File: config.mk
export PLATFORM = sky130hd
export DESIGN_NAME = fetch_unit
export DESIGN_NICKNAME = d
export VERILOG_FILES = /design/src/rtl/fetch_unit_pkg.sv /design/src/rtl/fetch_unit_pc_next_sel.sv /design/src/rtl/fetch_unit.sv
export SDC_FILE = /design/constraint.sdc
export NUM_CORES = 1
export LEC_CHECK = 0
export ABC_AREA = 1
export CAP_MARGIN = 10
export CORE_MARGIN = 1.5
export CORE_UTILIZATION = 35
export CTS_CLUSTER_SIZE = 10
export DETAILED_ROUTE_END_ITERATION = 10
export PLACE_DENSITY_LB_ADDON = 0.1
export SLEW_MARGIN = 20
export SYNTH_ARGS = -nofsm -noshare
export SYNTH_HDL_FRONTEND = slang
export SYNTH_HIERARCHICAL = 1
export SYNTH_SLANG_ARGS = --single-unit
File: constraint.sdc
create_clock -name clock -period 4 [get_ports clock]
set_clock_uncertainty 0.05 [all_clocks]
set_input_delay 0.8 -clock clock [delete_from_list [all_inputs] [get_ports clock]]
set_output_delay 0.8 -clock clock [all_outputs]
set_load 0.005 [all_outputs]
File: src/rtl/fetch_unit_pkg.sv
// Shared widths, opcodes and state encoding
// for the instruction fetch unit.
package fetch_unit_pkg;

  localparam int PC_W    = 26;
  localparam int INSTR_W = 32;

  localparam logic [5:0] OP_J    = 6'b010110;
  localparam logic [5:0] OP_HALT = 6'b011000;

  typedef enum logic [1:0] {
    ST_BOOT,
    ST_RUN,
    ST_HALT,
    ST_FAULT
  } fetch_state_e;

  function automatic logic [5:0] opcode(
    input logic [INSTR_W-1:0] w
  );
    return w[31:26];
  endfunction

endpackage

File: src/rtl/fetch_unit_pc_next_sel.sv
// Next fetch address: redirect, then
// direct jump, then sequential.
module pc_next_sel
  import fetch_unit_pkg::*;
(
  input  logic [PC_W-1:0]    pc,
  input  logic [INSTR_W-1:0] instrucao,
  input  logic               branch_taken,
  input  logic [PC_W-1:0]    branch_target,
  output logic [PC_W-1:0]    pc_next
);

  always_comb begin
    pc_next = pc + PC_W'(1);
    unique case (1'b1)
      branch_taken:
        pc_next = branch_target;
      (opcode(instrucao) == OP_J):
        pc_next = instrucao[PC_W-1:0];
      default: ;
    endcase
  end

endmodule

File: src/rtl/fetch_unit.sv
// Instruction fetch stage: drives the ROM
// address and registers the fetched word.
module fetch_unit
  import fetch_unit_pkg::*;
#(
  parameter logic [PC_W-1:0] RESET_PC  = 26'd0,
  parameter int              ROM_DEPTH = 19
) (
  input  logic               clock,
  input  logic               reset,
  output logic [PC_W-1:0]    pc,
  input  logic [INSTR_W-1:0] instrucao,
  input  logic               stall,
  input  logic               branch_taken,
  input  logic [PC_W-1:0]    branch_target,
  output logic [INSTR_W-1:0] ir,
  output logic [PC_W-1:0]    ir_pc,
  output logic               ir_valid,
  output logic               halted,
  output logic               fault
);

  localparam logic [PC_W-1:0] DEPTH =
    PC_W'(ROM_DEPTH);

  fetch_state_e      state_q, state_d;
  logic [PC_W-1:0]    pc_q, pc_d;
  logic [INSTR_W-1:0] ir_q, ir_d;
  logic [PC_W-1:0]    ir_pc_q, ir_pc_d;
  logic               vld_q, vld_d;
  logic               halt_q, fault_q;
  logic [PC_W-1:0]    pc_nxt;

  pc_next_sel u_sel (
    .pc            (pc_q),
    .instrucao     (instrucao),
    .branch_taken  (branch_taken),
    .branch_target (branch_target),
    .pc_next       (pc_nxt)
  );

  always_comb begin
    state_d = state_q;
    pc_d    = pc_q;
    ir_d    = ir_q;
    ir_pc_d = ir_pc_q;
    vld_d   = vld_q;
    unique case (state_q)
      ST_BOOT: begin
        state_d = ST_RUN;
        vld_d   = 1'b0;
      end
      ST_RUN: begin
        if (branch_taken) begin
          pc_d  = pc_nxt;
          vld_d = 1'b0;
        end else if (stall) begin
          pc_d = pc_q;
        end else if (pc_q >= DEPTH) begin
          state_d = ST_FAULT;
          vld_d   = 1'b0;
        end else begin
          ir_d    = instrucao;
          ir_pc_d = pc_q;
          vld_d   = 1'b1;
          // HALT keeps pc on the halting word
          if (opcode(instrucao) == OP_HALT)
            state_d = ST_HALT;
          else
            pc_d = pc_nxt;
        end
      end
      ST_HALT: begin
        if (!stall) vld_d = 1'b0;
      end
      ST_FAULT: begin
        vld_d = 1'b0;
      end
      default: state_d = ST_BOOT;
    endcase
  end

  always_ff @(posedge clock or negedge reset) begin
    if (!reset) begin
      state_q <= ST_BOOT;
      pc_q    <= RESET_PC;
      ir_q    <= '0;
      ir_pc_q <= '0;
      vld_q   <= 1'b0;
      halt_q  <= 1'b0;
      fault_q <= 1'b0;
    end else begin
      state_q <= state_d;
      pc_q    <= pc_d;
      ir_q    <= ir_d;
      ir_pc_q <= ir_pc_d;
      vld_q   <= vld_d;
      halt_q  <= (state_d == ST_HALT);
      fault_q <= (state_d == ST_FAULT);
    end
  end

  assign pc       = pc_q;
  assign ir       = ir_q;
  assign ir_pc    = ir_pc_q;
  assign ir_valid = vld_q;
  assign halted   = halt_q;
  assign fault    = fault_q;

endmodule

* Yosys cells after proc, flatten, opt, wreduce, memory -nomap -nowiden *
Cells that the tools add are included.

storage, ports and cells
  bits in registers = 89
  output and inout port bits = 87
  logic and storage cells = 44

operators by class
  add/subtract/negate cells = 1
  $lt $le $gt $ge = 1
  equal/unequal tests = 12
  muxes and demuxes = 15
  bitwise operators = 3
  reduce and logical (&&, ||, !) cells = 5

operators with widths
  operator                                                                 number
  26-bit two-way mux                                                       4
  26-bit one-hot mux with 2 select lines                                   1
  26-bit by 1-bit adder with 26-bit output (second input constant)         1
  26-bit by 5-bit >= comparator with 1-bit output (second input constant)  1
  6-bit by 5-bit equality test with 1-bit output (second input constant)   2
  2-bit equality test (second input constant)                              4
  2-bit two-way mux                                                        4
  4-bit AND reduction                                                      2
  2-bit != test (second input constant)                                    3
  1-bit two-way mux                                                        4
  2-bit one-hot mux with 2 select lines                                    1
  3-bit != test (second input constant)                                    1
  1-bit inverter                                                           3
  1-bit one-hot mux with 3 select lines                                    1
  2-bit by 1-bit equality test with 1-bit output (second input constant)   1
  2-bit zero test                                                          1
  2-bit by 1-bit != test with 1-bit output (second input constant)         1
  2-bit AND reduction                                                      1
  2-bit OR reduction                                                       1

* Logic depth before layout (Yosys ltp) *
Gate-level depths: netlist of the first run.

  depth in word-level cells = 7
  gate-level depth with buffers = 11

* Modules after synthesis *
The synthesis of the first run kept the hierarchy.

by module, submodules not included
  module       times used  cells each  area an instance (um^2)  seq. area each (um^2)
  fetch_unit   1           393         3,499.6                  2,227.1
  pc_next_sel  1           278         1,306.3                  0.0

* Worst setup path after synthesis of the first run *
OpenSTA, ideal clock, no wires.

  path type = input -> register
  from = in instrucao[28]
  to = reg pc_q[12] (netlist: pc[12])
  library setup time = 0.117 ns
  arrival = 1.662 ns
  data required time = 3.833 ns
  setup slack = 2.171 ns
  cell stages on the path = 10
  buffers on the path = 1
  cell sequence = inv_1 nor3_1 nand2_1 nand2_1 inv_1 buf_2 o21ai_0 nand2_1 nand3_1 nand2_1

between the ends
  cells in the longest elaborated chain, start to end = 6

ends and longest elaborated chain
  item                                                line                          text
  start, declared                                     fetch_unit.sv:12              input logic [INSTR_W-1:0] instrucao,
  6-bit by 5-bit equality test with 1-bit output (*)  fetch_unit_pc_next_sel.sv:18  (opcode(instrucao) == OP_J):
  26-bit one-hot mux with 2 select lines (*)          fetch_unit_pc_next_sel.sv:15  unique case (1'b1)
  named net pc_nxt[12]                                fetch_unit.sv:32              logic [PC_W-1:0] pc_nxt;
  26-bit two-way mux                                  fetch_unit.sv:67              if (opcode(instrucao) == OP_HALT)
  26-bit two-way mux                                  fetch_unit.sv:59              end else if (pc_q >= DEPTH) begin
  26-bit two-way mux                                  fetch_unit.sv:57              end else if (stall) begin
  26-bit two-way mux (*)                              fetch_unit.sv:54              if (branch_taken) begin
  end signal, assigned                                fetch_unit.sv:94              pc_q <= pc_d;
  end, declared                                       fetch_unit.sv:27              logic [PC_W-1:0] pc_q, pc_d;

Mark *: on every way through the listed nets, which the timed path passes. The rest lies on a longest branch. The select of a mux whose other input is x is not followed.
A chain may end at the register's enable or synchronous reset.

* Final worst setup path of the first run *
  from = in instrucao[30]
  to = reg pc_q[16] (netlist: pc[16])

Same word-level chain as after synthesis.

==> results of run 1 <==
[worst max-delay path: stages]
cell and delay [ps]:
clkdlybuf4s50_1 440, nand2_1 80, nor3_1 40, nand2_1 100, clkinv_1 650, nand2_1 350, nand3_1 110, nand3_1 90
nand2_1 100
[routing by layer]
layer / share of wire / vias to the layer above / GRT usage
li1: - / 2306 / -
met1: 0.47 / 2083 / 0.2823
met2: 0.45 / 146 / 0.3211
met3: 0.059 / 17 / 0.05142
met4: 0.019 / 0 / 0.07143
met5: 0 / - / 0
[worst min-delay path by stage]
| stage | endpoint | cells past startpoint | slack [ps] |
|---|---|---|---|
| 2_1_floorplan | state_q[1]$_DFF_PN0_ | 2 | 390 |
| 3_3_place_gp | state_q[1]$_DFF_PN0_ | 2 | 400 |
| 3_5_place_dp | state_q[1]$_DFF_PN0_ | 2 | 400 |
| 4_1_cts | state_q[1]$_DFF_PN0_ | 2 | 420 |
| 5_1_grt | ir_pc[3]$_DFFE_PN0P_ | 2 | 440 |
| 6_report | state_q[1]$_DFF_PN0_ | 2 | 420 |
[per-stage QoR]
step                      std cells  cell area, um^2  power [uW]  hold WS, ps    util
after global routing            993             6715        2042        444.4  0.5031
after detailed placement        977             6387        1052        404.7  0.4785
after global placement          977             6387        1053        402.1  0.4785
after floorplan                 671             4806       955.7        389.2       -
after CTS                       993             6715        1991        418.2  0.5031
final                           993             6715        1968        415.1  0.5031
[synthesized netlist by cell type (3+ instances only)]
cell	instances	share of area
xor2_1	5	0.0091
o21bai_1	4	0.0062
o21ai_0	3	0.0031
nor2_1	56	0.044
inv_2	3	0.0023
buf_6	6	0.014
buf_2	10	0.010
a21oi_1	3	0.0031
nand2_2	7	0.0091
o21ai_1	5	0.0052
nand2_1	321	0.25
nand3b_1	3	0.0047
nor2_4	6	0.014
nand3_1	58	0.060
dfrtp_1	89	0.46
xnor2_1	3	0.0055
or2_2	4	0.0052
clkbuf_1	4	0.0031
inv_1	60	0.047
[kinds of logic after synthesis]
| group | count (synthesis) |
|---|---|
| AND/OR/NAND/NOR | 467 |
| XOR/XNOR | 9 |
| flip-flops | 89 |
| AO/OA/AOI/OAI | 17 |
| adder cells (fa/ha/maj) | 1 |
| buffers and inverters | 88 |
[area by class of cell]
cell class | count | area [um^2] | area share
clock buffers | 10 | 239.0 | 0.03559
clock inverters | 6 | 88.84 | 0.01323
inverters | 66 | 250.2 | 0.03726
multi-input cells | 494 | 2181 | 0.3248
flip-flops and latches | 89 | 2227 | 0.3317
well taps | 176 | 220.2 | 0.03279
repair buffers | 152 | 1509 | 0.2247
[registers in the layout (all words and copies together), names as in the netlist]
register	flops
fault	1
state_q	2
ir	32
ir_pc	26
halted	1
ir_valid	1
pc	26
[cells in the final DEF, fill, tap and decap left out, types with 5 or more instances in the layout]
| cell type | instances |
|---|---|
| nand3_1 | 58 |
| nor2_4 | 6 |
| nand2_1 | 321 |
| xor2_1 | 5 |
| nor2_1 | 56 |
| nand2_2 | 7 |
| dfrtp_1 | 89 |
| clkdlybuf4s50_1 | 147 |
| buf_4 | 5 |
| inv_1 | 60 |
| o21ai_1 | 5 |
| clkbuf_16 | 9 |
[where the power goes]
group | leakage (uW) | total, uW | internal [uW] | switching (uW)
registers | 0.00112 | 900 | 900 | 0
logic | 0.00219 | 134 | 66.8 | 67.4
clock network | 0.000155 | 934 | 565 | 369
==> reports/results.txt, run 1 <==
Hold Fails Final Rpt: 0
EDFF count, synth: 0
hpwl dp: 10380 um
Slew HR: 0.4249
Fill cells: 1347
CP Launch Type: input port
max-cap viol count: 0
CTS root buf: clkbuf_16
Post-synth top flop: dfrtp_1
initial antenna violation count: 0
worst path required time: 4180 ps
row count: 42
Skew-Pair Late Insertion Delay: 350 ps
Die Y: 120.2 um
leakage power: 0.003471 uW
crit share post-route: 0.6509
Avg Vias per Cell: 4.584
via count: 4552
Max Slew Vio Count: 0
Starting Density: 0.3600
First-pass DRT Iterations: 4
Syn Inst Count: 671
Compound-Gate Fraction of Synth Area: 0.02083
Setup Buffers After CTS: 0
DRC Markers: 0
crit path from: instrucao[30]
sequential fraction of the synthesis area: 0.4634
Antenna Nets Post-Route: 0
Routed WL: 14240 um
crit path kind: in -> reg
Synth Cell Area: 4806 um^2
yosys warns: 6
hold path start: state_q[1]$_DFF_PN0_
Ports: 149
power per cell area: 293.1 nW/um^2
Crit Path Max Fanout: 26
clock buffer depth: 2
Area Overhead vs Synth: 39.73%
CP Capture Point: pc[16]$_DFFE_PN0P_
width of the die: 120.2 um
Reg2Reg Depth: 9
GRT Residual Overflow: 0
R2R Path Start: pc[11]$_DFFE_PN0P_
Crit. End Element: flop
core area: 13350 um^2
RSZ-0062 raised after global routing: no
pin count of the biggest net entering global routing: 69
H-tree Lvls: 3
Tightest Hold Check Type: reg -> reg
CTS Buf Count: 9
synthesis-stage register bit count: 89
xor and xnor area share after synthesis: 0.01796
asr flop ratio synth: 1.000
proportion of synthesized area in mux cells: 0
count of different cell masters after synthesis: 33
r2r endpoint: ir[6]$_DFFE_PN0P_
status: finished, final reports clean
synthesized net count: 734
die footprint: 14440 um^2
CTS resizes: 0
final-stage net count: 875
Max VDD drop: 0.1769 mV
Achievable Freq: 0.3841 GHz
setup ws final: 1396 ps
Clock Pin Slew Worst Setup and Hold Paths: 70 ps
drt wl/cell: 14.34 um
Post-Route Setup TNS: 0 ps
combinational family with the most area after synthesis: simple AND/OR/NAND/NOR gates
layout cell share with drive strength beyond 1: 0.06120
Least-Margin Pin Slew: 862.7 ps
Port Buffers: 148
simple-gate area share of the yosys netlist: 0.4124
fin crit period: 2604 ps
cts hold-fix bufs: 0
R2R setup slack: 1610 ps
Initial DRC Count: 305
CTS tree: done
vias in the first global route: 4517
post-synthesis adder-cell area fraction: 0.002603
dpl ws: 1038 ps
WP data arrival: 2780 ps
syn_area_per_cell: 7.162 um^2
final setup vio count: 0
clk sinks: 89
GRT Overall Usage: 0.2070
first-pass GRT wire length: 23180 um
n_diodes: 0
RD Place Congestion: 0.8576
No activity file was read; power rests on OpenSTA's default activity.
==> run 2: changes to the inputs <==
clock period = 2.1 ns   (was 4 ns; I/O delays follow)
==> run 2 against run 1 <==
Against the previous run:
- clock power up 79%
- sequential share of layout area fell by 0.93 points
- critical path depth decreased by 7
- the flow now finishes with violations (hold timing)
==> reports/results.txt, run 2 (synthesized netlist as in run 1, its figures left out) <==
status: complete, but fails checks
failing checks: hold timing
GRT Overall Usage: 0.2126 (+0.005610)
M1 wire length: 6934 um (+2.9%)
Skew-Pair Late Insertion Delay: 350 ps (about the same)
clk sinks: 89 (unchanged)
pin count of the biggest net entering global routing: 43 (-38%)
clock buffer depth: 2 (unchanged)
sequential group share of total power: 0.469 (+0.012)
met3 WL: 799 um (-5.2%)
switching pwr: 855.4 uW (+96%)
Highest Signal Layer: met4
crit-path leading delay family: buffers and inverters
drt wl/cell: 14.35 um (about the same)
worst path required time: 1630 ps (-2550 ps)
Logic pwr share: 0.074 (+0.006)
WP data arrival: 1480 ps (-1300 ps)
Slew HR: 0.6437 (+0.2189)
crit share post-route: 0.9296
r2r endpoint: pc[18]$_DFFE_PN0P_
initial antenna violation count: 0 (unchanged)
Port Buffers: 148 (unchanged)
Int Power: 2794 uW (+82%)
max reg flops: 32 (unchanged)
Post-Route Setup TNS: 0 ps (unchanged)
Min Hold Slack: -2.073 ps (-417.2 ps)
Die Y: 120.2 um (unchanged)
Crit. End Element: primary output
Achievable Freq: 0.5123 GHz
via count: 4679 (+2.8%)
Tightest Hold Check Type: in -> async
Ports: 149 (unchanged)
cts hold-fix bufs: 0 (unchanged)
n_diodes: 0 (unchanged)
Hold Fails Final Rpt: 1 (+1)
Fill cells: 1382 (+2.6%)
Max Slew Vio Count: 0 (unchanged)
RD Place Congestion: 0.8726 (+1.7%)
leakage power: 0.003591 uW (+3.4%)
final setup vio count: 0 (unchanged)
R2R setup slack: 260 ps (-1350 ps)
CTS tree: done
crit path kind: reg -> out
Critical Path Max Stage Delay: 490 ps (-160 ps)
max-cap viol count: 0 (unchanged)
Antenna Nets Post-Route: 0 (unchanged)
width of the die: 120.2 um (unchanged)
most frequent cells in the layout: nand2_1, clkdlybuf4s50_1, dfrtp_1
H-tree Lvls: 3 (unchanged)
layout cell share with drive strength beyond 1: 0.08134 (+0.02014)
die footprint: 14440 um^2 (unchanged)
first-pass GRT wire length: 23850 um (+2.9%)
CTS resizes: 0 (unchanged)
DRC Markers: 0 (unchanged)
hpwl dp: 10850 um (+4.5%)
Max VDD drop: 0.4519 mV (+160%)
CP Launch Type: flop
Area Overhead vs Synth: 43.74%
CTS root buf: clkbuf_16
CTS Buf Count: 9 (unchanged)
GRT Residual Overflow: 0 (unchanged)
Clk pwr share: 0.457 (-0.018)
Starting Density: 0.3600 (unchanged)
slowest stage cell, crit path: clkdlybuf4s50_1
switching share of total power: 0.2344 (+0.01282)
R2R Path Start: pc[0]$_DFFE_PN0P_
fin crit period: 1952 ps
Initial DRC Count: 286 (-6.2%)
Crit Path Max Fanout: 5 (-81%)
core area: 13350 um^2 (unchanged)
Reg2Reg Depth: 10 (+1)
RSZ-0062 raised after global routing: no
Clock Pin Slew Worst Setup and Hold Paths: 70 ps (about the same)
commonest non-fill, non-tap cell in the layout: nand2_1
First-pass DRT Iterations: 5 (+1)
final-stage net count: 894 (+2.2%)
power per cell area: 528.3 nW/um^2 (+80%)
Least-Margin Pin Slew: 534.4 ps (-328.3 ps)
Avg Vias per Cell: 4.624 (+0.86%)
row count: 42 (unchanged)
Routed WL: 14520 um (+1.9%)
met2 WL: 6486 um (+1.6%)
critical path buffer and inverter count: 2 (unchanged)
vias in the first global route: 4693 (+3.9%)
crit-path cells: buf_4 > clkdlybuf4s50_1
Setup Buffers After CTS: 0 (unchanged)
==> run 2: changes by cell type in the layout (fill, tap and decap cells not counted), sizes merged <==
cell	change
clkinvlp	-1
buf	+19
inv	+2
bufinv	-1
==> run 2: worst max-delay path by stage <==
stage	start	depth (start not counted)	to
global placement	instrucao[30]	11	pc[12]$_DFFE_PN0P_
CTS	pc[7]$_DFFE_PN0P_	2	pc[7]
finish	pc[7]$_DFFE_PN0P_	2	pc[7]
floorplan	pc[14]$_DFFE_PN0P_	8	pc[2]$_DFFE_PN0P_
detailed placement	instrucao[30]	12	pc[20]$_DFFE_PN0P_
global route	pc[0]$_DFFE_PN0P_	10	pc[18]$_DFFE_PN0P_
==> run 2: worst reg2reg max path, delay by kind of cell, from the launching register on <==
family	cells	cell delay, ps
fa+ha+maj	1	260
simple gates	8	780
flops	1	510
compound gates	1	160
==> run 2: final cells by class <==
type	count	area, um^2	share of cell area
Tap cell	176	220.2	0.03188
Inverter	66	250.2	0.03623
Clock inverter	6	73.82	0.01069
Timing Repair Buffer	171	1727	0.2500
Clock buffer	10	229.0	0.03315
Multi-Input combinational cell	494	2181	0.3157
Sequential cell	89	2227	0.3224
==> run 2: metal layers <==
layer / global-route usage / vias to the layer above
met5: 0 / -
li1: - / 2368
met2: 0.3318 / 136
met3: 0.04104 / 19
met4: 0.08482 / 0
met1: 0.2915 / 2156
==> run 2: metrics by stage <==
step / worst slack (ps) / area (um^2) / total power [uW] / utilization / instances
3_5_place_dp: 35.94 / 6605 / 2018 / 0.4948 / 996
3_3_place_gp: 52.38 / 6605 / 2015 / 0.4948 / 996
6_report: 147.8 / 6908 / 3649 / 0.5175 / 1012
5_1_grt: 55.53 / 6908 / 3779 / 0.5175 / 1012
4_1_cts: 126.0 / 6908 / 3690 / 0.5175 / 1012
2_1_floorplan: 525.5 / 4806 / 1820 / - / 671
==> run 2: power by group through the flow <==
stage / clock network [uW] / registers [uW] / logic (uW)
after global placement: 0 / 1750 / 269
after detailed placement: 0 / 1750 / 272
after floorplan: 0 / 1750 / 73.7
after global routing: 1770 / 1710 / 297
final: 1670 / 1710 / 270
after CTS: 1710 / 1710 / 273
